--- config.mk ---
export PLATFORM = sky130hd
export DESIGN_NAME = decompose_w1_encode
export DESIGN_NICKNAME = d
export VERILOG_FILES = /design/src/rtl/abr_params_pkg.sv /design/src/rtl/decompose_defines_pkg.sv /design/src/rtl/abr_sync_fifo.sv /design/src/rtl/decompose_w1_encode.sv
export SDC_FILE = /design/constraint.sdc
export NUM_CORES = 1
export LEC_CHECK = 0
export CORE_ASPECT_RATIO = 1.1
export CORE_MARGIN = 2
export CORE_UTILIZATION = 60
export CTS_CLUSTER_DIAMETER = 120
export CTS_CLUSTER_SIZE = 24
export DETAILED_ROUTE_END_ITERATION = 12
export GPL_TIMING_DRIVEN = 0
export PLACE_DENSITY_LB_ADDON = 0.08
export SETUP_SLACK_MARGIN = 0.05
export SLEW_MARGIN = 20
export SYNTH_ARGS = -nofsm -noshare
export SYNTH_HDL_FRONTEND = slang
export SYNTH_HIERARCHICAL = 1
export SYNTH_SLANG_ARGS = --single-unit
--- constraint.sdc ---
create_clock -name clk -period 3.5 [get_ports clk]
set_clock_uncertainty 0.05 [all_clocks]
set_input_delay 0.35 -clock clk [delete_from_list [all_inputs] [get_ports clk]]
set_output_delay 0.35 -clock clk [all_outputs]
set_load 0.005 [all_outputs]
--- src/rtl/abr_params_pkg.sv ---
// Shared ML-DSA algorithm parameters used across the signing datapath.
package abr_params_pkg;
    localparam int MLDSA_K = 8;
    localparam int MLDSA_N = 256;
endpackage

--- src/rtl/decompose_defines_pkg.sv ---
// Types and sizing for the decompose w1 encoder: FSM states and per-operation beat/word counts.
package decompose_defines_pkg;
    localparam int W1_COEFF_W         = 4;
    localparam int W1_COEFF_PER_BEAT  = 4;
    localparam int W1_OUT_W           = 64;
    localparam int W1_FIFO_DEPTH      = 4;
    localparam int W1_BEAT_W          = W1_COEFF_W * W1_COEFF_PER_BEAT;
    localparam int W1_TOTAL_BEATS     = abr_params_pkg::MLDSA_K * (abr_params_pkg::MLDSA_N / 4);
    localparam int W1_TOTAL_WORDS     = W1_TOTAL_BEATS * W1_COEFF_PER_BEAT * W1_COEFF_W / W1_OUT_W;
    localparam int W1_BEAT_CNT_W      = $clog2(W1_TOTAL_BEATS + 1);
    localparam int W1_WORD_CNT_W      = $clog2(W1_TOTAL_WORDS);

    typedef enum logic [1:0] {
        W1ENC_IDLE   = 2'd0,
        W1ENC_ACTIVE = 2'd1,
        W1ENC_DRAIN  = 2'd2
    } w1enc_state_e;
endpackage

--- src/rtl/abr_sync_fifo.sv ---
// Synchronous pointer FIFO; head visible combinationally (0 when empty), push lands next cycle.
// Push+pop together is legal even when full; a push into a full FIFO without a pop is dropped.
module abr_sync_fifo #(
    parameter int WIDTH = 64,
    parameter int DEPTH = 4
) (
    input  logic             clk,
    input  logic             reset_n,
    input  logic             zeroize,
    input  logic             push,
    input  logic [WIDTH-1:0] push_data,
    input  logic             pop,
    output logic [WIDTH-1:0] pop_data,
    output logic             full,
    output logic             empty
);
    localparam int PTR_W = (DEPTH > 1) ? $clog2(DEPTH) : 1;
    localparam int CNT_W = $clog2(DEPTH + 1);

    logic [WIDTH-1:0] mem_q [DEPTH];
    logic [WIDTH-1:0] mem_d [DEPTH];
    logic [PTR_W-1:0] wr_ptr_q, wr_ptr_d;
    logic [PTR_W-1:0] rd_ptr_q, rd_ptr_d;
    logic [CNT_W-1:0] count_q, count_d;
    logic             do_push;
    logic             do_pop;

    assign full     = (count_q == CNT_W'(DEPTH));
    assign empty    = (count_q == '0);
    assign pop_data = empty ? '0 : mem_q[rd_ptr_q];
    assign do_pop   = pop && !empty;
    // At full the write slot equals the head being popped, so the overwrite is safe.
    assign do_push  = push && (!full || do_pop);

    always_comb begin
        mem_d    = mem_q;
        wr_ptr_d = wr_ptr_q;
        rd_ptr_d = rd_ptr_q;
        count_d  = count_q;
        if (do_push) begin
            mem_d[wr_ptr_q] = push_data;
            wr_ptr_d        = wr_ptr_q + 1'b1;
        end
        if (do_pop) begin
            rd_ptr_d = rd_ptr_q + 1'b1;
        end
        case ({do_push, do_pop})
            2'b10:   count_d = count_q + 1'b1;
            2'b01:   count_d = count_q - 1'b1;
            default: count_d = count_q;
        endcase
        if (zeroize) begin
            wr_ptr_d = '0;
            rd_ptr_d = '0;
            count_d  = '0;
        end
    end

    always_ff @(posedge clk or negedge reset_n) begin
        if (!reset_n) begin
            mem_q    <= '{default: '0};
            wr_ptr_q <= '0;
            rd_ptr_q <= '0;
            count_q  <= '0;
        end else begin
            mem_q    <= mem_d;
            wr_ptr_q <= wr_ptr_d;
            rd_ptr_q <= rd_ptr_d;
            count_q  <= count_d;
        end
    end
endmodule

--- src/rtl/decompose_w1_encode.sv ---
// Packs 4-bit w1 coefficients into 64-bit words for Keccak; word valid 1 cycle after its 4th beat.
// Upstream cannot stall: output backpressure is absorbed by a 4-word FIFO, overflow is flagged sticky.
module decompose_w1_encode
    import decompose_defines_pkg::*;
(
    input  logic                 clk,
    input  logic                 reset_n,
    input  logic                 zeroize,
    input  logic                 w1_enable,
    input  logic                 w1_valid_i,
    input  logic [W1_BEAT_W-1:0] w1_data_i,
    output logic [W1_OUT_W-1:0]  w1_data_o,
    output logic                 w1_valid_o,
    input  logic                 w1_ready_i,
    output logic                 w1_done,
    output logic                 overflow_err
);
    localparam int PACK_W = W1_OUT_W - W1_BEAT_W;

    w1enc_state_e               state_q, state_d;
    logic [W1_BEAT_CNT_W-1:0]   beat_cnt_q, beat_cnt_d;
    logic [W1_WORD_CNT_W-1:0]   word_cnt_q, word_cnt_d;
    logic [PACK_W-1:0]          pack_q, pack_d;
    logic                       overflow_q, overflow_d;

    logic [1:0]                 beat_idx;
    logic                       beat_acc;
    logic                       push;
    logic                       pop;
    logic                       fifo_full;
    logic                       fifo_empty;
    logic [W1_OUT_W-1:0]        push_word;

    assign beat_idx     = beat_cnt_q[1:0];
    assign beat_acc     = (state_q == W1ENC_ACTIVE) && w1_valid_i;
    assign push         = beat_acc && (beat_idx == 2'd3);
    // The 4th beat bypasses the pack register and completes the word directly.
    assign push_word    = {w1_data_i, pack_q};
    assign w1_valid_o   = !fifo_empty;
    assign pop          = w1_valid_o && w1_ready_i;
    assign w1_done      = pop && (state_q == W1ENC_DRAIN)
                          && (word_cnt_q == W1_WORD_CNT_W'(W1_TOTAL_WORDS - 1));
    assign overflow_err = overflow_q;

    always_comb begin
        state_d    = state_q;
        beat_cnt_d = beat_cnt_q;
        word_cnt_d = word_cnt_q;
        pack_d     = pack_q;
        overflow_d = overflow_q;

        if (pop) begin
            word_cnt_d = word_cnt_q + 1'b1;
        end
        if (push && fifo_full && !pop) begin
            overflow_d = 1'b1;
        end

        case (state_q)
            W1ENC_IDLE: begin
                if (w1_enable) begin
                    state_d    = W1ENC_ACTIVE;
                    beat_cnt_d = '0;
                    word_cnt_d = '0;
                    pack_d     = '0;
                    overflow_d = 1'b0;
                end
            end
            W1ENC_ACTIVE: begin
                if (beat_acc) begin
                    beat_cnt_d = beat_cnt_q + 1'b1;
                    case (beat_idx)
                        2'd0:    pack_d[0*W1_BEAT_W +: W1_BEAT_W] = w1_data_i;
                        2'd1:    pack_d[1*W1_BEAT_W +: W1_BEAT_W] = w1_data_i;
                        2'd2:    pack_d[2*W1_BEAT_W +: W1_BEAT_W] = w1_data_i;
                        default: pack_d = pack_q;
                    endcase
                    if (beat_cnt_q == W1_BEAT_CNT_W'(W1_TOTAL_BEATS - 1)) begin
                        state_d = W1ENC_DRAIN;
                    end
                end
            end
            W1ENC_DRAIN: begin
                if (w1_done) begin
                    state_d = W1ENC_IDLE;
                end
            end
            default: state_d = W1ENC_IDLE;
        endcase

        if (zeroize) begin
            state_d    = W1ENC_IDLE;
            beat_cnt_d = '0;
            word_cnt_d = '0;
            pack_d     = '0;
            overflow_d = 1'b0;
        end
    end

    always_ff @(posedge clk or negedge reset_n) begin
        if (!reset_n) begin
            state_q    <= W1ENC_IDLE;
            beat_cnt_q <= '0;
            word_cnt_q <= '0;
            pack_q     <= '0;
            overflow_q <= 1'b0;
        end else begin
            state_q    <= state_d;
            beat_cnt_q <= beat_cnt_d;
            word_cnt_q <= word_cnt_d;
            pack_q     <= pack_d;
            overflow_q <= overflow_d;
        end
    end

    abr_sync_fifo #(
        .WIDTH (W1_OUT_W),
        .DEPTH (W1_FIFO_DEPTH)
    ) u_out_fifo (
        .clk       (clk),
        .reset_n   (reset_n),
        .zeroize   (zeroize),
        .push      (push),
        .push_data (push_word),
        .pop       (pop),
        .pop_data  (w1_data_o),
        .full      (fifo_full),
        .empty     (fifo_empty)
    );
endmodule

## Word level (Yosys, flattened, before mapping)

Index checks and enable logic that the tools add are counted.
Widths: inputs -> output; s select.

| storage, ports and cells | value |
|---|---|
| register bits after elaboration | 331 |
| bits in latches | 0 |
| memory bits (writable) | 0 |
| memory bits (read-only) | 0 |
| input port bits | 22 |
| logic and storage cells | 106 |
| memories | 0 |

| cells by class | value |
|---|---|
| add/subtract/negate cells | 6 |
| $mul | 0 |
| div/mod/pow operators | 0 |
| magnitude comparators | 3 |
| eq/ne operators | 17 |
| shift operators | 0 |
| mux-type cells | 38 |
| bitwise operators | 2 |
| reduce and logical (&&, ||, !) cells | 26 |

Operator list:

| operator | count |
|---|---|
| $bwmux 256 | 1 |
| $mux 64 | 4 |
| $mux 48 | 3 |
| $bmux 64 s2 | 1 |
| $demux 64 s2 | 1 |
| $pmux 48 s2 | 1 |
| $mux 16 | 3 |
| $mux 10 | 3 |
| $mux 7 | 4 |
| $pmux 10 s2 | 1 |
| $mux 2 | 9 |
| $reduce_and 4->1 | 4 |
| $ne 3x2->1 const B | 4 |
| $add 10x1->10 const B | 1 |
| $eq 10x9->1 const B | 1 |
| $logic_and 1x1->1 | 10 |
| $ne 3x3->1 const B | 3 |
| $eq 2x2->1 const B | 4 |
| $add 7x1->7 const B | 1 |
| $eq 7x7->1 const B | 1 |
| $eq 2x1->1 const B | 3 |
| $ge 3x3->1 const B | 2 |
| $not 2->3 | 2 |
| $pmux 2 s3 | 1 |
| other kinds (15) | 24 |

## Longest topological paths before layout

Gate-level depths: netlist (run 1).

| logic depth | value |
|---|---|
| word-level depth | 9 |
| depth in mapped cells | 12 |

## Hierarchy

The synthesis (run 1) kept the hierarchy.

By module, submodules not included:

| module | times used | cells an instance | area each (sq um) | seq. area each (sq um) |
|---|---|---|---|---|
| abr_sync_fifo | 1 | 749 | 12239.2 | 6581.3 |
| decompose_w1_encode | 1 | 296 | 3180.6 | 1701.6 |

## Worst setup path before layout (run 1)

OpenSTA, ideal clock, no wires.

| timing | value |
|---|---|
| path type | reg-to-reg |
| start | register u_out_fifo.count_q[1] |
| end | register u_out_fifo.count_q[2] |
| data arrival time | 3.042 ns |
| path slack | 0.326 ns |
| cell stages (with the launch flop) | 13 |
| buffers on the path | 4 |
| period minus slack after synthesis | 3.174 ns |
| cells stage by stage | dfrtp_1 > buf_6 > nor3_1 > clkbuf_1 > nor2b_1 > clkbuf_1 > clkbuf_1 > o31ai_1 > nor2_1 > fa_1 > or3b_2 > or3_1 > a31oi_1 |

| between the ends | value |
|---|---|
| cells in the longest elaborated chain, start to end | 9 |
| elaborated cells between the ends (all ways) | 15 |

Ends and longest elaborated chain:

| element | RTL line | source |
|---|---|---|
| from (decl) | abr_sync_fifo.sv:24 | `logic [CNT_W-1:0] count_q, count_d;` |
| from (signal assigned) | abr_sync_fifo.sv:69 | `count_q <= count_d;` |
| $logic_not 3->1 (*) | abr_sync_fifo.sv:29 | `assign empty = (count_q == '0);` |
| via fifo_empty | decompose_w1_encode.sv:31 | `logic fifo_empty;` |
| $logic_not 1->1 (*) | decompose_w1_encode.sv:39 | `assign w1_valid_o = !fifo_empty;` |
| $logic_and 1x1->1 (*) | decompose_w1_encode.sv:40 | `assign pop = w1_valid_o && w1_ready_i;` |
| via pop | decompose_w1_encode.sv:29 | `logic pop;` |
| $logic_and 1x1->1 (*) | abr_sync_fifo.sv:31 | `assign do_pop = pop && !empty;` |
| $logic_or 1x1->1 | abr_sync_fifo.sv:33 | `assign do_push = push && (!full \|\| do_pop);` |
| $logic_and 1x1->1 | abr_sync_fifo.sv:33 |  |
| $eq 2x1->1 / $eq 2x2->1 (equally long branches) | abr_sync_fifo.sv:47 | `case ({do_push, do_pop})` |
| $pmux 3 s2 | abr_sync_fifo.sv:47 |  |
| $mux 3 | abr_sync_fifo.sv:52 | `if (zeroize) begin` |

The timed path passes the listed nets; every way through them passes the cells marked *.
A chain may end at the register's enable or synchronous reset.

## Worst setup path after layout (run 1)

| timing | value |
|---|---|
| start | register u_out_fifo.rd_ptr_q[0] |
| end | output w1_data_o[55] |

| between the ends | value |
|---|---|
| cells in the longest elaborated chain, start to end | 5 |

Ends and longest elaborated chain:

| element | RTL line | source |
|---|---|---|
| from (decl) | abr_sync_fifo.sv:23 | `logic [PTR_W-1:0] rd_ptr_q, rd_ptr_d;` |
| from (signal assigned) | abr_sync_fifo.sv:68 | `rd_ptr_q <= rd_ptr_d;` |
| $not 2->3 (implied by the code) | abr_sync_fifo.sv:30 | `assign pop_data = empty ? '0 : mem_q[rd_ptr_q];` |
| $bmux 64 s2 | abr_sync_fifo.sv:30 |  |
| $mux 64 (implied by the code) (2 in series) | abr_sync_fifo.sv:30 |  |
| $mux 64 | abr_sync_fifo.sv:30 |  |
| to (decl) | decompose_w1_encode.sv:12 | `output logic [W1_OUT_W-1:0] w1_data_o,` |

No other way between the ends. The select of a mux whose other input is x is not followed.

==> results of run 1 <==
## path summary, 6_finish.rpt
check                                       startpoint               endpoint  slack (ns)  cells past startpoint
worst max-delay path            u_out_fifo/rd_ptr_q[0]          w1_data_o[55]        0.20                      5
worst min-delay path                           reset_n  u_out_fifo/mem_q[206]        0.34                      2
worst max register to register           beat_cnt_q[0]  u_out_fifo/count_q[2]        0.24                      9
worst min register to register           beat_cnt_q[9]          beat_cnt_q[9]        0.45                      1
max in group asynchronous                      reset_n   u_out_fifo/mem_q[49]        1.42                      5
min in group clk                         beat_cnt_q[9]          beat_cnt_q[9]        0.45                      1
## timing repair
action                                  in CTS  in global routing
gates cloned                                 0                  0
endpoints found under the setup margin     227                222
endpoints found under the hold margin       66                  0
hold buffers                                 1                  0
gates resized for setup                      4                 12
setup buffers                                0                  0
## cells by family (layout without fill, tap and decap cells)
| family | count (synthesis) | after routing | share of synthesized area, % |
|---|---|---|---|
| fa+ha+maj | 10 | 10 | 0.860 |
| simple gates | 209 | 209 | 7.15 |
| mux | 370 | 370 | 32.8 |
| compound gates | 33 | 33 | 1.38 |
| xor+xnor | 11 | 11 | 0.625 |
| buf+inv | 81 | 189 | 3.49 |
| flops | 331 | 331 | 53.7 |
## power groups by stage
stage	Sequential [mW]	Combinational, mW	Clock (mW)
3_5_place_dp	3.93	0.242	0
3_3_place_gp	3.93	0.228	0
5_1_grt	3.86	0.266	2.25
4_1_cts	3.85	0.245	2.11
6_report	3.85	0.238	2.04
2_1_floorplan	3.92	0.0856	0
## synth_stat cells (2+ instances only)
library cell / n
dfrtp_1: 331
mux2_2: 196
nand2_1: 77
nor2b_1: 65
mux4_2: 64
mux2_4: 61
mux2i_1: 49
clkbuf_1: 26
buf_2: 25
nor2_1: 18
inv_1: 10
a21oi_1: 9
buf_12: 9
ha_1: 9
nand3_1: 9
xor2_1: 9
o21ai_0: 8
buf_6: 6
a31oi_1: 4
buf_1: 4
nand4_1: 4
o211ai_1: 4
or3_1: 4
and2_1: 3
and2_4: 3
and3_1: 3
nand3_2: 3
nor3_1: 3
nor3b_1: 3
or2_2: 3
nand4b_1: 2
o2111ai_1: 2
o21bai_1: 2
xnor2_1: 2
## state kept, by name (all words and copies together), names as in the netlist
name	flops
u_out_fifo/mem_q	256
pack_q	48
beat_cnt_q	10
word_cnt_q	7
u_out_fifo/count_q	3
state_q	2
u_out_fifo/rd_ptr_q	2
u_out_fifo/wr_ptr_q	2
overflow_err	1
## metrics by stage
stage / area (µm²) / hold WS, ns / power, mW
final: 17300 / 0.336 / 6.13
after global routing: 17300 / 0.377 / 6.37
after CTS: 17300 / 0.346 / 6.20
after detailed placement: 16800 / 0.285 / 4.17
after global placement: 16700 / 0.423 / 4.16
after floorplan: 15400 / 0.00441 / 4.01
## critical path, delay by kind of cell (launching register included)
family                 cells  cell delay [ns]
and+or+nand+nor            1             0.15
DFF                        1             0.44
muxes                      1             0.56
buffers and inverters      3             1.22
## routing by layer
layer	GRT usage, %	part of all wire [%]	up-vias
met2	40.5	49	185
met5	0	0	-
met3	2.41	4.0	37
met4	4.83	1.5	0
met1	37.8	45	4743
li1	-	-	3939
## area by class of cell
cell class,count,area [µm²],share of cell area [%]
Timing Repair Buffer,92,978,5.66
Multi-Input combinational cell,633,6600,38.2
Sequential cell,331,8280,47.9
Buffer,69,512,2.96
Inverter,10,37.5,0.217
Clock inverter,1,7.51,0.0434
Tap cell,346,433,2.51
Clock buffer,17,425,2.46
==> results.json, run 1 <==
{
  "status": "finished, final reports clean",
  "rsz0062_at_grt": "true",
  "fillers": 1804,
  "synth_area_mm2": 0.0154,
  "final_nets": 1186,
  "endpoint_kind": "output port",
  "ys_warn_count": 6,
  "p_switching_mw": 1.34,
  "drc": 0,
  "rows": 61,
  "async_reset_ff_share_pct": 100,
  "peakVddDrop_uv": 369,
  "insertion_delay_ns": 0.50,
  "slowest_delay_ns": 0.56,
  "fmax_mhz": 303,
  "internal_power_mw": 4.79,
  "p_seq_share_pct": 62.8,
  "num_io_pins": 89,
  "ctsLongestPathBuffers": 3,
  "cts_tree": "built",
  "vias": 8904,
  "layout_commonest_cell": "dfrtp_1",
  "routed_wl_mm": 32.4,
  "arrival_ns": 2.90,
  "overflow": 0,
  "pwr-share-clk_pct": 33.3,
  "hold_violations": 0,
  "grt_pass1_wl_mm": 51.9,
  "start_kind": "register",
  "synth_top_area_cell": "dfrtp_1",
  "power_density_mw_per_mm2": 355,
  "path_common_cell": "buf_2",
  "final_cell_count_no_fill": 1499,
  "die_area_mm2": 0.0270,
  "viasPerCell": 5.94,
  "synthCells": 1045,
  "port_buffers": 88,
  "setup_slack_ns": 0.202,
  "core-area_mm2": 0.0253,
  "ys_ff_latch": 331,
  "ys_types": 49,
  "drt_iter0_drc": 484,
  "avgSynthCellArea_um2": 14.8,
  "clock-sinks": 331,
  "combinationalPowerShare_pct": 3.9,
  "start_util_pct": 61.0,
  "ant_nets": 0,
  "syn2layout_area_growth_pct": 12.0,
  "worstPathMaxFanout": 10,
  "ys_seq_area_share_pct": 53.7,
  "diodes": 0,
  "post_route_cells_drive_above_1_share_pct": 35.1,
  "path_clk_slew_ns": 0.10,
  "timing.max_cap.violations": 0,
  "crit_type": "register to output port",
  "root_buffer": "clkbuf_16",
  "dr.pass1.iters": 4,
  "post-place-ws_ns": -0.240,
  "setup_viol": 0,
  "globalRouteTotalUtil_pct": 25.0,
  "mostFrequentLayoutCells": "dfrtp_1 (331), mux2_2 (196), clkdlybuf4s50_1 (87), nand2_1 (77)",
  "hold_class": "primary input to asynchronous set/reset pin",
  "slew_violations": 0,
  "cp.required_ns": 3.10,
  "p_leak_nw": 7.89,
  "worstMarginPinSlew_ns": 0.689,
  "crit_path_top_delay_cell": "mux4_2",
  "die_h_um": 172,
  "syn_nets": 1077,
  "fin_tns_setup_ns": 0,
  "dp_hpwl_mm": 21.4,
  "utilization_pct": 68.4,
  "place_inst": 1482,
  "synth_top_area_share_pct": 53.7,
  "die_w_um": 157,
  "wl_per_cell_um": 21.6,
  "slew_headroom_pct": 54.1,
  "grt_max_degree": 94,
  "antenna_found_initial": 0,
  "path_cells": "buf_2 > buf_2 > mux4_2 > nor2b_1 > clkdlybuf4s50_1",
  "gp_congestion": 0.782,
  "fin_crit_sh_pct": 94.2,
  "synth_edf_count": 0,
  "htreeDepth": 1,
  "layout_min_cycle_time_ns": 3.30,
  "synthFlopType": "dfrtp_1",
  "grt_pass1_vias": 9156,
  "numCtsBuffers": 17,
  "p_sw_share_pct": 21.9,
  "ys_top_cells_by_area": "dfrtp_1 (54%), mux2_2 (14%), mux4_2 (9.3%)"
}
Power figures use the tool's default switching activity.
==> run 2: changes to the inputs <==
--- a/config.mk
+++ b/config.mk
@@ -11,6 +11,7 @@
 export CTS_CLUSTER_DIAMETER = 120
 export CTS_CLUSTER_SIZE = 24
 export DETAILED_ROUTE_END_ITERATION = 12
+export GPL_ROUTABILITY_DRIVEN = 0
 export GPL_TIMING_DRIVEN = 0
 export PLACE_DENSITY_LB_ADDON = 0.08
 export SETUP_SLACK_MARGIN = 0.05
==> results of run 2 <==
No change in the layout: final DEF, timing and power equal those of run 1.
==> run 3: changes to the inputs <==
--- a/config.mk
+++ b/config.mk
@@ -15,7 +15,7 @@
 export GPL_TIMING_DRIVEN = 0
 export PLACE_DENSITY_LB_ADDON = 0.08
 export SETUP_SLACK_MARGIN = 0.05
-export SLEW_MARGIN = 20
+export SLEW_MARGIN = 40
 export SYNTH_ARGS = -nofsm -noshare
 export SYNTH_HDL_FRONTEND = slang
 export SYNTH_HIERARCHICAL = 1
==> run 3 against run 2 <==
  * Via count fell by 0.64%
  * Clock-buffer cell count did not move
  * Worst setup slack got worse by 0.032 ns
  * Critical path type unchanged
  * Largest cell class unchanged
==> results.json, run 3 (synthesis gave the netlist of run 1 again) <==
{
  "p_leak_nw": 7.93,
  "drt_iter0_drc": 506,
  "setup_viol": 0,
  "ant_nets": 0,
  "insertion_delay_ns": 0.50,
  "place_inst": 1484,
  "worstPathMaxFanout": 11,
  "cp.required_ns": 3.10,
  "slowest_delay_ns": 0.78,
  "whs_ns": 0.270,
  "fmax_mhz": 300,
  "start_kind": "register",
  "path_cells": "clkbuf_1 > mux4_2 > nor2b_1 > clkdlybuf4s50_1",
  "dr.pass1.iters": 4,
  "path_clk_slew_ns": 0.09,
  "power_mw": 6.14,
  "worstMarginPinSlew_ns": 0.706,
  "clock-sinks": 331,
  "slew_headroom_pct": 52.9,
  "fin_crit_sh_pct": 95.1,
  "wl_per_cell_um": 21.4,
  "slew_violations": 0,
  "viasPerCell": 5.89,
  "reg_top3": "u_out_fifo/mem_q (256), pack_q (48), beat_cnt_q (10)",
  "num_io_pins": 89,
  "start_util_pct": 61.0,
  "htreeDepth": 1,
  "crit_path_top_delay_cell": "dfrtp_1",
  "rsz0062_at_grt": "false",
  "routed_wl_mm": 32.2,
  "mostFrequentLayoutCells": "dfrtp_1 (331), mux2_2 (196), clkdlybuf4s50_1 (87), nand2_1 (77), nor2b_1 (65)",
  "grt_pass1_vias": 9214,
  "dp_hpwl_mm": 21.7,
  "vias": 8847,
  "syn2layout_area_growth_pct": 12.5,
  "antenna_found_initial": 0,
  "root_buffer": "clkbuf_16",
  "peakVddDrop_uv": 376,
  "globalRouteTotalUtil_pct": 25.0,
  "overflow": 0,
  "grt_max_degree": 74,
  "rr_worst_depth": 12,
  "die_area_mm2": 0.0270,
  "final_cell_count_no_fill": 1502,
  "endpoint_kind": "output port",
  "die_h_um": 172,
  "diodes": 0,
  "grt_pass1_wl_mm": 51.9,
  "port_buffers": 88,
  "arrival_ns": 2.93,
  "power_density_mw_per_mm2": 354,
  "core-area_mm2": 0.0253,
  "post_route_cells_drive_above_1_share_pct": 35.2,
  "cts_tree": "built",
  "final_nets": 1189,
  "ctsLongestPathBuffers": 3,
  "largest_reg_flops": 256,
  "status": "finished, final reports clean",
  "hold_violations": 0,
  "crit_type": "register to output port",
  "hold_class": "primary input to asynchronous set/reset pin",
  "timing.max_cap.violations": 0,
  "drc": 0,
  "regMostFlops": "u_out_fifo/mem_q",
  "numCtsBuffers": 17,
  "rows": 61,
  "die_w_um": 157,
  "layout_min_cycle_time_ns": 3.33,
  "layout_commonest_cell": "dfrtp_1"
}
## run 3: cell count changes in the layout (fill, tap and decap cells not counted)
cell,delta
nor2b_2,-1
clkbuf_4,+7
clkbuf_2,-1
nor2b_1,+1
buf_16,+2
buf_2,-5
## run 3: per-stage QoR
stage	setup WS (ns)	TNS, ns	util (%)	cell area (µm²)
2_1_floorplan	0.326	0	-	15400
3_3_place_gp	-12.35	-4096.61	66.2	16700
3_5_place_dp	-0.224	-19.78	66.8	16900
4_1_cts	0.0638	0	68.6	17300
5_1_grt	0.0563	0	68.7	17400
6_report	0.170	0	68.7	17400
## run 3: cell type report
class	instances	area, µm²
clock inverter	1	7.51
timing repair buffer	94	1030
fill	1813	7910
sequential	331	8280
clock buffer	17	425
buffer	70	534
inverter	10	37.5
multi-input combinational	633	6600
tap	346	433
## run 3: worst paths after layout
kind / start / to / slack [ns]
max: u_out_fifo/rd_ptr_q[1] / w1_data_o[35] / 0.17
min: reset_n / u_out_fifo/mem_q[206] / 0.27
max reg2reg: u_out_fifo/count_q[1] / u_out_fifo/count_q[2] / 0.25
min reg2reg: beat_cnt_q[9] / beat_cnt_q[9] / 0.44
max in group asynchronous: reset_n / u_out_fifo/mem_q[50] / 2.10
min in group clk: beat_cnt_q[9] / beat_cnt_q[9] / 0.44
## run 3: metal layers
layer  share of wire (%)  GRT usage, %
met1                  47          37.3
met2                  48          40.7
met3                 3.7          2.86
met4                 1.4          4.59
met5                   0             0
## run 3: worst max-delay path: cells and delay by family, from the launching register on
kind | cells | cell delay [ns]
buffers and inverters | 2 | 1.07
AND/OR/NAND/NOR | 1 | 0.15
flip-flops | 1 | 0.78
multiplexers | 1 | 0.42
## run 3: where the power goes
group	internal [mW]	switching (mW)
Clock	0.879	1.16
Combinational	0.0838	0.162
Sequential	3.83	0.0185
Total	4.80	1.34
## run 3: timing repair
action                                  in CTS  in global routing
resized for setup                            3                 18
hold buffers                                 1                  0
endpoints found under the setup margin     231                169
endpoints found under the hold margin       36                  0
setup buffers                                0                  0
